### config.mk
export PLATFORM = sky130hd
export DESIGN_NAME = seq_detector_bcd
export DESIGN_NICKNAME = d
export VERILOG_FILES = /design/src/rtl/seq_detector_bcd.sv
export SDC_FILE = /design/constraint.sdc
export NUM_CORES = 1
export LEC_CHECK = 0
export ABC_AREA = 0
export CAP_MARGIN = 20
export CORE_ASPECT_RATIO = 0.7
export CORE_MARGIN = 3
export CORE_UTILIZATION = 41
export CTS_CLUSTER_SIZE = 12
export DETAILED_ROUTE_END_ITERATION = 16
export GPL_TIMING_DRIVEN = 0
export PLACE_DENSITY = 0.73
export SLEW_MARGIN = 25
export SYNTH_ARGS = -nofsm -noshare
export SYNTH_HDL_FRONTEND = slang
export SYNTH_SLANG_ARGS = --single-unit
### constraint.sdc
create_clock -name clk -period 2.31 [get_ports clk]
set_input_delay 0.462 -clock clk [delete_from_list [all_inputs] [get_ports clk]]
set_output_delay 0.462 -clock clk [all_outputs]
set_load 0.01 [all_outputs]
### src/rtl/seq_detector_bcd.sv
// Serial 0,1,0^k,1 Mealy detector with saturating binary and BCD match counters
// driving NUM_DIGITS 7-segment displays. Define SEQ_DET_LZB_EN for leading-zero blanking.
module seq_detector_bcd #(
  parameter int unsigned CNT_WIDTH      = 8,
  parameter int unsigned NUM_DIGITS     = 2,
  parameter int unsigned MAX_ZEROS      = 0,
  parameter int unsigned SEG_ACTIVE_LOW = 1
) (
  input  logic                      clk,
  input  logic                      rst,
  input  logic                      ena,
  input  logic                      clr,
  input  logic                      overlap,
  input  logic                      sig_to_test,
  output logic                      z,
  output logic [CNT_WIDTH-1:0]      count,
  output logic                      sat,
  output logic [7*NUM_DIGITS-1:0]   disp
);

  // Unbounded gaps only need to know "zero" vs "at least one" zero.
  localparam int unsigned ZC_W = (MAX_ZEROS == 0) ? 1 : $clog2(MAX_ZEROS + 1);

  typedef enum logic [1:0] {
    S_IDLE = 2'd0,
    S_Z    = 2'd1,
    S_ZO   = 2'd2
  } state_t;

  state_t                          state, state_nxt;
  logic [ZC_W-1:0]                 zc, zc_nxt;
  logic                            gap_full;
  logic [NUM_DIGITS-1:0][3:0]      bcd, bcd_inc;
  logic                            bcd_full;
  logic                            carry;
  logic [6:0]                      seg;
`ifdef SEQ_DET_LZB_EN
  localparam logic [6:0] SEG_OFF = (SEG_ACTIVE_LOW != 0) ? 7'h7F : 7'h00;
  logic                            seen_nz;
`endif

  // State register
  always_ff @(posedge clk or negedge rst) begin
    if (!rst) begin
      state <= S_IDLE;
      zc    <= '0;
    end else begin
      state <= state_nxt;
      zc    <= zc_nxt;
    end
  end

  assign gap_full = (MAX_ZEROS != 0) && (zc == ZC_W'(MAX_ZEROS));

  // Next-state logic
  always_comb begin
    state_nxt = state;
    zc_nxt    = zc;
    if (ena) begin
      case (state)
        S_IDLE: if (!sig_to_test) state_nxt = S_Z;
        S_Z: begin
          if (sig_to_test) begin
            state_nxt = S_ZO;
            zc_nxt    = '0;
          end
        end
        S_ZO: begin
          if (sig_to_test) begin
            // With overlap the last gap zero plus the matching 1 start a new prefix.
            if (overlap && (zc != '0)) begin
              state_nxt = S_ZO;
              zc_nxt    = '0;
            end else begin
              state_nxt = S_IDLE;
            end
          end else if (gap_full) begin
            state_nxt = S_Z;
          end else if (!(&zc)) begin
            zc_nxt = zc + ZC_W'(1);
          end
        end
        default: state_nxt = S_IDLE;
      endcase
    end
  end

  // Mealy match output
  always_comb begin
    z = ena & (state == S_ZO) & sig_to_test;
  end

  // Decimal increment with carry, and the all-nines freeze condition
  always_comb begin
    bcd_inc  = bcd;
    carry    = 1'b1;
    bcd_full = 1'b1;
    for (int i = 0; i < int'(NUM_DIGITS); i++) begin
      if (bcd[i] != 4'd9) bcd_full = 1'b0;
      if (carry) begin
        if (bcd[i] == 4'd9) begin
          bcd_inc[i] = 4'd0;
        end else begin
          bcd_inc[i] = bcd[i] + 4'd1;
          carry      = 1'b0;
        end
      end
    end
  end

  // Match counters; clear wins over a coincident match
  always_ff @(posedge clk or negedge rst) begin
    if (!rst) begin
      count <= '0;
      sat   <= 1'b0;
      bcd   <= '0;
    end else if (clr) begin
      count <= '0;
      sat   <= 1'b0;
      bcd   <= '0;
    end else if (z) begin
      if (!sat) count <= count + CNT_WIDTH'(1);
      if (count == ~CNT_WIDTH'(1)) sat <= 1'b1;
      if (!bcd_full) bcd <= bcd_inc;
    end
  end

  function automatic logic [6:0] seg7(input logic [3:0] d);
    case (d)
      4'd0:    seg7 = 7'h3F;
      4'd1:    seg7 = 7'h06;
      4'd2:    seg7 = 7'h5B;
      4'd3:    seg7 = 7'h4F;
      4'd4:    seg7 = 7'h66;
      4'd5:    seg7 = 7'h6D;
      4'd6:    seg7 = 7'h7D;
      4'd7:    seg7 = 7'h07;
      4'd8:    seg7 = 7'h7F;
      4'd9:    seg7 = 7'h6F;
      default: seg7 = 7'h00;
    endcase
  endfunction

  // Segment decode, scanning from the most significant digit down
  always_comb begin
    disp = '0;
    seg  = '0;
`ifdef SEQ_DET_LZB_EN
    seen_nz = 1'b0;
`endif
    for (int i = int'(NUM_DIGITS) - 1; i >= 0; i--) begin
      seg = seg7(bcd[i]);
      if (SEG_ACTIVE_LOW != 0) seg = ~seg;
`ifdef SEQ_DET_LZB_EN
      if (bcd[i] != 4'd0) seen_nz = 1'b1;
      if (!seen_nz && (i != 0)) seg = SEG_OFF;
`endif
      disp[7*i +: 7] = seg;
    end
  end

endmodule
# Yosys cells after proc, flatten, opt, wreduce, memory -nomap -nowiden
# Memories as Yosys holds them, arrays and structs flattened.
# Index checks and enable logic that the tools add are counted.
word_totals:
  reg_bits: 20
  latch_bits: 0
  mem_bits_rw: 0
  rom_bits: 224
  inputBits: 6
  output_inout_bits: 24
  wordCells: 66
  mem_count: 2
op_classes:
  addsub: 4
  n_mul: 0
  div: 0
  magnitude_cmp: 0
  eq_ne: 13
  shifts: 0
  mux: 25
  n_bitwise: 4
  reduce_logical: 12
mem_list:
  columns: ["name", "depth", "word_bits", "rd", "rd_ports_with_merged_regs", "wr", "line", "rtl"]
  rows:
  - ["(no name shown)", 16, 7, 1, 0, 0, "129", "case (d)"]
  - ["(no name shown)", 16, 7, 1, 0, 0, "129", null]
ops:
  columns: ["operator", "n"]
  rows:
  - ["two-way mux 8 bit", 6]
  - ["NOT 7 bit", 2]
  - ["two-way mux 4 bit", 3]
  - ["two-way mux 1 bit", 10]
  - ["!= test 2 bit, second input constant", 5]
  - ["adder 4 x 1 -> 4 bit, second input constant", 2]
  - ["adder 8 x 1 -> 8 bit, second input constant", 1]
  - ["== test 4 bit, second input constant", 2]
  - ["== test 8 bit, second input constant", 1]
  - ["two-way mux 2 bit", 4]
  - ["!= test 4 bit, second input constant", 2]
  - ["AND reduction 4 bit", 2]
  - ["nonzero test 2 bit", 4]
  - ["one-hot mux 2 bit (3 select lines)", 1]
  - ["AND reduction 2 bit", 3]
  - ["!= test 3 bit, second input constant", 1]
  - ["AND reduction 3 bit", 1]
  - ["AND 1 bit", 2]
  - ["== test 2 x 1 -> 1 bit, second input constant", 1]
  - ["== test 2 bit, second input constant", 1]
  - ["zero test 2 bit", 1]
  - ["one-hot mux 1 bit (2 select lines)", 1]
  - ["adder 1 bit, second input constant", 1]
  - ["logical AND 1 bit", 1]

# Depth between registers and ports, before layout
# Gate-level depths: netlist of the first run.
depth:
  word_depth: 6
  mapped_depth: 6
  ltp_nobuf: 5

# Least setup slack after synthesis of the first run
# OpenSTA, ideal clock, no wires.
synth_timing:
  kind: "reg2reg"
  startpoint: "reg bcd[1] (netlist bit)"
  endpoint: "reg bcd[6] (netlist bit)"
  arrival_ns: 1.633
  required_ns: 2.185
  path_slack_ns: 0.552
  path_stages_with_launch: 6
  cell_sequence: "dfrtp_1 > inv_1 > ha_1 > nand3b_1 > nor4b_1 > mux2_2"
synth_between:
  elab_chain_len: 5
  word_cells_on_any_way: 8
  cone_classes: "eq/ne (3); mux (3); reduce/logical (2)"
synth_rtl:
  columns: ["item", "line", "rtl"]
  rows:
  - ["start, declared", "33", "logic [NUM_DIGITS-1:0][3:0] bcd, bcd_inc;"]
  - ["start signal, assigned", "124", "if (!bcd_full) bcd <= bcd_inc;"]
  - ["!= test 4 bit", "99", "if (bcd[i] != 4'd9) bcd_full = 1'b0;"]
  - ["two-way mux 1 bit (2 in a row)", "99", null]
  - ["!= test 2 bit (no line)", null, null]
  - ["AND reduction 3 bit (no line) (*)", null, null]
# Mark *: on every way between the ends. The rest lies on a longest branch, timed or not.
# A chain may end at the register's enable or synchronous reset.

# Worst setup path after layout of the first run
layout_timing:
  startpoint: "reg bcd[0] (netlist bit)"
  endpoint: "out disp[1]"
layout_between:
  elab_chain_len: 2
layout_rtl:
  columns: ["item", "line", "rtl"]
  rows:
  - ["memory read (16 x 7 bit)", null, null]
  - ["NOT 7 bit", "153", "if (SEG_ACTIVE_LOW != 0) seg = ~seg;"]
  - ["end, declared", "18", "output logic [7*NUM_DIGITS-1:0] disp"]
# Every way passes these cells.

==> results of run 1 <==
[state kept, by name, indices dropped and copies added, names as in the netlist]
| signal | flops |
|---|---|
| bcd | 8 |
| count | 8 |
| state | 2 |
| sat | 1 |
| zc | 1 |
[metal layers]
layer | share of wire [%] | up-vias
li1 | - | 671
met1 | 45 | 683
met2 | 49 | 36
met3 | 4.4 | 6
met4 | 1.2 | 0
met5 | 0 | -
[placed cells by master (no fill, tap or decap), drive strengths merged, types with 2 or more instances in the layout]
cell type      synthesis  routed
a21boi                 2       2
a21o                   2       2
a21oi                 24      24
a31oi                  2       2
buf                    2       7
clkbuf                 5       8
clkdlybuf4s50          0      16
dfrtp                 20      20
dlygate4sd2            0       4
dlymetal6s2s           0       5
ha                    14      14
inv                   13      13
mux2                   3       3
nand2                  6       6
nand2b                 5       5
nand3                  6       6
nand3b                 2       2
nand4                  3       3
nand4b                 2       2
nor2                  12      12
o21ai                  9       9
o31ai                  8       8
or2                    2       2
or4                    7       7
[synthesized netlist by cell type, drive strengths merged, types with 2 or more instances]
cell type / instances / area share, %
a21oi: 24 / 8.3
dfrtp: 20 / 35
ha: 14 / 12
inv: 13 / 3.4
nor2: 12 / 3.1
o21ai: 9 / 3.1
o31ai: 8 / 4.2
or4: 7 / 3.6
nand2: 6 / 1.6
nand3: 6 / 2.1
clkbuf: 5 / 1.3
nand2b: 5 / 2.2
mux2: 3 / 2.3
nand4: 3 / 1.3
a21boi: 2 / 1.0
a21o: 2 / 1.0
a31oi: 2 / 0.87
buf: 2 / 1.1
nand3b: 2 / 1.0
nand4b: 2 / 2.3
or2: 2 / 0.87
[stage by stage]
stage | area, um^2 | worst slack (ns) | power (mW) | util [%] | TNS, ns
final | 1870 | 0.0720 | 0.701 | 57.5 | 0
after global routing | 1870 | -0.0319 | 0.729 | 57.5 | -0.0319
after global placement | 1780 | -0.269 | 0.469 | 54.7 | -0.269
after floorplan | 1440 | 0.552 | 0.430 | - | 0
after detailed placement | 1780 | -0.316 | 0.475 | 54.7 | -0.316
after CTS | 1850 | 0.00890 | 0.703 | 56.7 | 0
[worst max path at each step]
stage / startpoint / to / slack (ns) / cells after the start
after detailed placement: ena / z / -0.32 / 5
after floorplan: bcd[1]$_DFFE_PN0P_ / bcd[6]$_DFFE_PN0P_ / 0.55 / 5
after global routing: bcd[0]$_DFFE_PN0P_ / disp[1] / -0.03 / 5
final: bcd[0]$_DFFE_PN0P_ / disp[1] / 0.07 / 5
after CTS: bcd[0]$_DFFE_PN0P_ / disp[1] / 0.009 / 5
after global placement: ena / z / -0.27 / 5
[critical path: cells and delay by family (launching register included)]
family | cells | cell delay [ns]
adder cells (fa/ha/maj) | 1 | 0.33
flip-flops | 1 | 0.38
buffers and inverters | 2 | 0.64
AO/OA/AOI/OAI | 2 | 0.17
[cell families (layout without fill, tap and decap cells)]
group,after synthesis,in the layout,synth area share (%)
xor+xnor,1,1,0.608
compound gates,54,54,22.6
buf+inv,21,55,6.08
mux,3,3,2.35
flops,20,20,34.8
fa+ha+maj,14,14,12.2
simple gates,52,52,21.5
[power groups by stage]
stage | Clock [mW] | Sequential [mW] | Combinational, mW
2_1_floorplan | 0 | 0.381 | 0.0487
3_3_place_gp | 0 | 0.383 | 0.0858
3_5_place_dp | 0 | 0.385 | 0.0903
4_1_cts | 0.235 | 0.377 | 0.0909
5_1_grt | 0.251 | 0.379 | 0.0999
6_report | 0.233 | 0.377 | 0.0901
[repair_timing]
action | CTS | global route
setup buffers | 2 | 2
gates resized for setup | 16 | 13
hold endpoints to repair | 0 | 0
endpoints found under the setup margin | 15 | 11
hold buffers | 0 | 0
[layout make-up]
cell class	instances	area, um^2
clock buffer	3	41.3
fill	293	1380
inverter	14	56.3
timing repair buffer	32	308
buffer	6	35.0
multi-input combinational	124	867
tap	47	58.8
sequential	20	504
==> impl_metrics.ini, run 1 <==
[run_status]
outcome = completed

[pwr]
switching_share_pct = 26.1
peakVddDrop_uv = 311
p_clk_share_pct = 33.3
p_switching_uw = 183
p_int_uw = 517
p_leak_nw = 0.862
pwr-share-seq_pct = 53.8
pwr-share-comb_pct = 12.9
power_density_nw_per_um2 = 375

[routing]
first_iter_violations = 66
vias = 1396
wl_per_cell_um = 15.2
first_pass_iters = 4
drc_errors = 0
ant_nets = 0
viasPerCell = 5.67
finalWirelength_mm = 3.74

[synth]
synth_ff_type = dfrtp_1
syn_area_um2 = 1440
async_flop_share_pct = 100
ys_seq_elements = 20
yosys.cell_types.count = 39
netlist_instances = 165
synth_edf_count = 0
synth_nets = 185
syn_avg_cell_area_um2 = 8.73
yosysWarnings = 0
yosysSeqAreaShare_pct = 34.8

[clocking]
cts-buffers-inserted = 3
clk_pin_slew_ns = 0.07
cts_tree = yes
root_buffer = clkbuf_8
clock_latency_ns = 0.26
clock-sinks = 20
htreeDepth = 1
cts_buffer_depth = 2

[timing]
fin_skew_ns = 0.00283
fmax_mhz = 447
fin_crit_sh_pct = 96.9
period_needed_ns = 2.24
finalSetupViolations = 0
rsz0062_at_grt = yes
hold_viol = 0
hold-worst-slack_ns = 0.149
maxSlewViolCount = 0
tightest_slew_ns = 0.504
slew-limit-headroom_pct = 66.4

[worst_setup_path]
reg2reg_from = bcd[1]$_DFFE_PN0P_
worstPathRequired_ns = 1.85
crit_path_cell_trace = inv_2, ha_1, o21ai_1, o21ai_0, clkdlybuf4s50_1
cpPeakStageDelay_ns = 0.56
rr_endpoint = bcd[6]$_DFFE_PN0P_
rrSetupSlack_ns = 0.50
cp-start-kind = register
cp_max_fo = 5
worstSetupEndpointType = primary output
rr_worst_depth = 5
arrival_ns = 1.78
cpMaxStageDelayCell = clkdlybuf4s50_1
crit_type = reg -> out

[grt]
grt_pass1_vias = 1376
grt_overflow = 0
grt_pass1_wl_mm = 6.53
antenna_found_initial = 0
use_met2_pct = 31.8
grt_max_degree = 21
grt-busiest-layer = met2
met3_usage_pct = 4.21
gr-usage-all-layers_pct = 18.2
grt.met1_usage_pct = 23.3

[finish]
final_cells = 246
area_growth_syn_to_layout_pct = 29.9
diodes = 0
finalNetCount = 221
drive_gt1_share_pct = 14.1

[place]
gp_congestion = 0.814
numPortBuffers = 28
hpwl_mm = 2.76
dp.cells = 240

[floorplanning]
die-area_um2 = 4270
fp.dieH_um = 55.6
core_um2 = 3250
chipWidth_um = 76.8
num_rows = 17
ioPinCount = 30
initial_utilization_pct = 44.3

[job]
maxCapViolCount = 0

[worst_hold_path]
hold_path.class = in -> async
No activity file was read; power rests on OpenSTA's default activity.
==> run 2, diff against run 1 <==
Clock period 2.31 ns to 2.55 ns, I/O delays scaled along.
==> run 2 against run 1 <==
- hold slack improved by 0.048 ns
- clock skew rose by 0.00083 ns
- global-route usage fell by 0.38 points
- via count fell by 2.9%
- sequential cell count did not move
- first-iteration DRC count rose by 21%
- total power fell by 10%
- register-to-register slack improved by 0.18 ns
==> impl_metrics.ini, run 2 (same netlist as run 1, synthesis figures left out) <==
[grt]
grt_max_degree = 21
grt_overflow = 0
use_met2_pct = 31.0
gr-usage-all-layers_pct = 17.8
grt.met1_usage_pct = 22.8
antenna_found_initial = 0
grt-busiest-layer = met2
met3_usage_pct = 4.21
grt_pass1_vias = 1362
grt_pass1_wl_mm = 6.42

[timing]
finalSetupViolations = 0
fin_crit_sh_pct = 96.0
slew-limit-headroom_pct = 67.1
fin_skew_ns = 0.00366
hold_viol = 0
worst_slack_ns = 0.103
period_needed_ns = 2.45
setup_tns_ns = 0
hold-worst-slack_ns = 0.197
tightest_slew_ns = 0.494
fmax_mhz = 409
maxSlewViolCount = 0

[place]
numPortBuffers = 28
dp_slack_ns = -0.172
hpwl_mm = 2.76
gp_congestion = 0.814

[worst_setup_path]
worstSetupEndpointType = primary output
crit_start = ena
crit_type = in -> out
cp_max_fo = 10
cp-start-kind = input port
arrival_ns = 1.94
worstPathRequired_ns = 2.04
reg2reg_from = bcd[1]$_DFFE_PN0P_

[routing]
ant_nets = 0
wl_per_cell_um = 15.0
first_iter_violations = 80
drc_errors = 0
vias = 1356
first_pass_iters = 4
viasPerCell = 5.58
finalWirelength_mm = 3.65

[pwr]
peakVddDrop_uv = 274
p_leak_nw = 0.747
p_total_uw = 630
power_density_nw_per_um2 = 344

[finish]
multiInputGateArea_um2 = 857
area_growth_syn_to_layout_pct = 27.1
finalNetCount = 218
final_common_cell = clkdlybuf4s50_1
fillCellCount = 293
mostFrequentLayoutCells = clkdlybuf4s50_1, a21oi_1, dfrtp_1, ha_1, nor2_1
regArea_um2 = 505
drive_gt1_share_pct = 11.2
diodes = 0
top_regs = bcd: 8 flops, count: 8 flops, state: 2 flops

[floorplanning]
core_um2 = 3250
ioPinCount = 30
num_rows = 17
fp.dieH_um = 55.6
die-area_um2 = 4270
initial_utilization_pct = 44.3
chipWidth_um = 76.8

[clocking]
clock_latency_ns = 0.25
root_buffer = clkbuf_8
htreeDepth = 1
cts_tree = yes
cts_buffer_depth = 2
cts-buffers-inserted = 3
clock-sinks = 20
clk_pin_slew_ns = 0.08

[worst_hold_path]
hold_path.class = in -> async

[run_status]
outcome = completed

[job]
maxCapViolCount = 0
==> run 2: cell count changes in the layout (fill, tap and decap cells not counted), sizes merged <==
cell / previous run / this run
buf: 7 / 5
clkbuf: 8 / 6
clkdlybuf4s15: 1 / 0
clkdlybuf4s50: 16 / 25
dlygate4sd2: 4 / 2
dlymetal6s2s: 5 / 0
==> run 2: cell type report <==
class,instances,share of cell area [%]
plain buffers,5,1.50
inverters,14,2.87
flip-flops and latches,20,27.6
clock buffers,3,2.26
multi-input cells,124,46.8
repair buffers,30,15.7
well taps,47,3.21
==> run 2: repair_timing <==
item | 4_1_cts | 5_1_grt
endpoints found under the setup margin | 4 | 6
gates resized for setup | 5 | 5
gates cloned | 0 | 0
hold buffers | 0 | 0
pin swaps | 0 | 0
buffers inserted | 0 | 2
==> run 2: worst max-delay path: stages <==
cell and delay [ns]:
dlygate4sd2_1 0.35, nand4b_4 0.18, buf_6 0.18, clkinv_1 0.16, clkdlybuf4s50_1 0.57
==> run 2: layer usage <==
metal	part of all wire [%]	wire length [um]
met1	44	1620
met2	49	1790
met3	5.2	190
met4	1.3	46
met5	0	0
==> run 2: path summary, 6_finish.rpt <==
kind,to,slack [ns],cells past startpoint
max in group asynchronous,bcd[4]$_DFFE_PN0P_,2.00,1
min in group clk,zc$_DFFE_PN0P_,0.59,2
hold / removal,state[1]$_DFFE_PN0P_,0.20,1
setup reg to reg,bcd[6]$_DFFE_PN0P_,0.68,5
setup / recovery,z,0.10,5
hold reg to reg,zc$_DFFE_PN0P_,0.59,2
==> run 2: stage by stage <==
| step | area, um^2 | utilization [%] | instances |
|---|---|---|---|
| floorplan | 1440 | - | 165 |
| global placement | 1780 | 54.7 | 240 |
| detailed placement | 1780 | 54.7 | 240 |
| CTS | 1820 | 55.9 | 243 |
| global route | 1830 | 56.2 | 243 |
| finish | 1830 | 56.2 | 243 |
==> run 2: report_power, final <==
part,switching [mW],internal [mW]
Clock,0.104,0.105
Combinational,0.0430,0.0362
Sequential,0.0156,0.327
Total,0.162,0.468
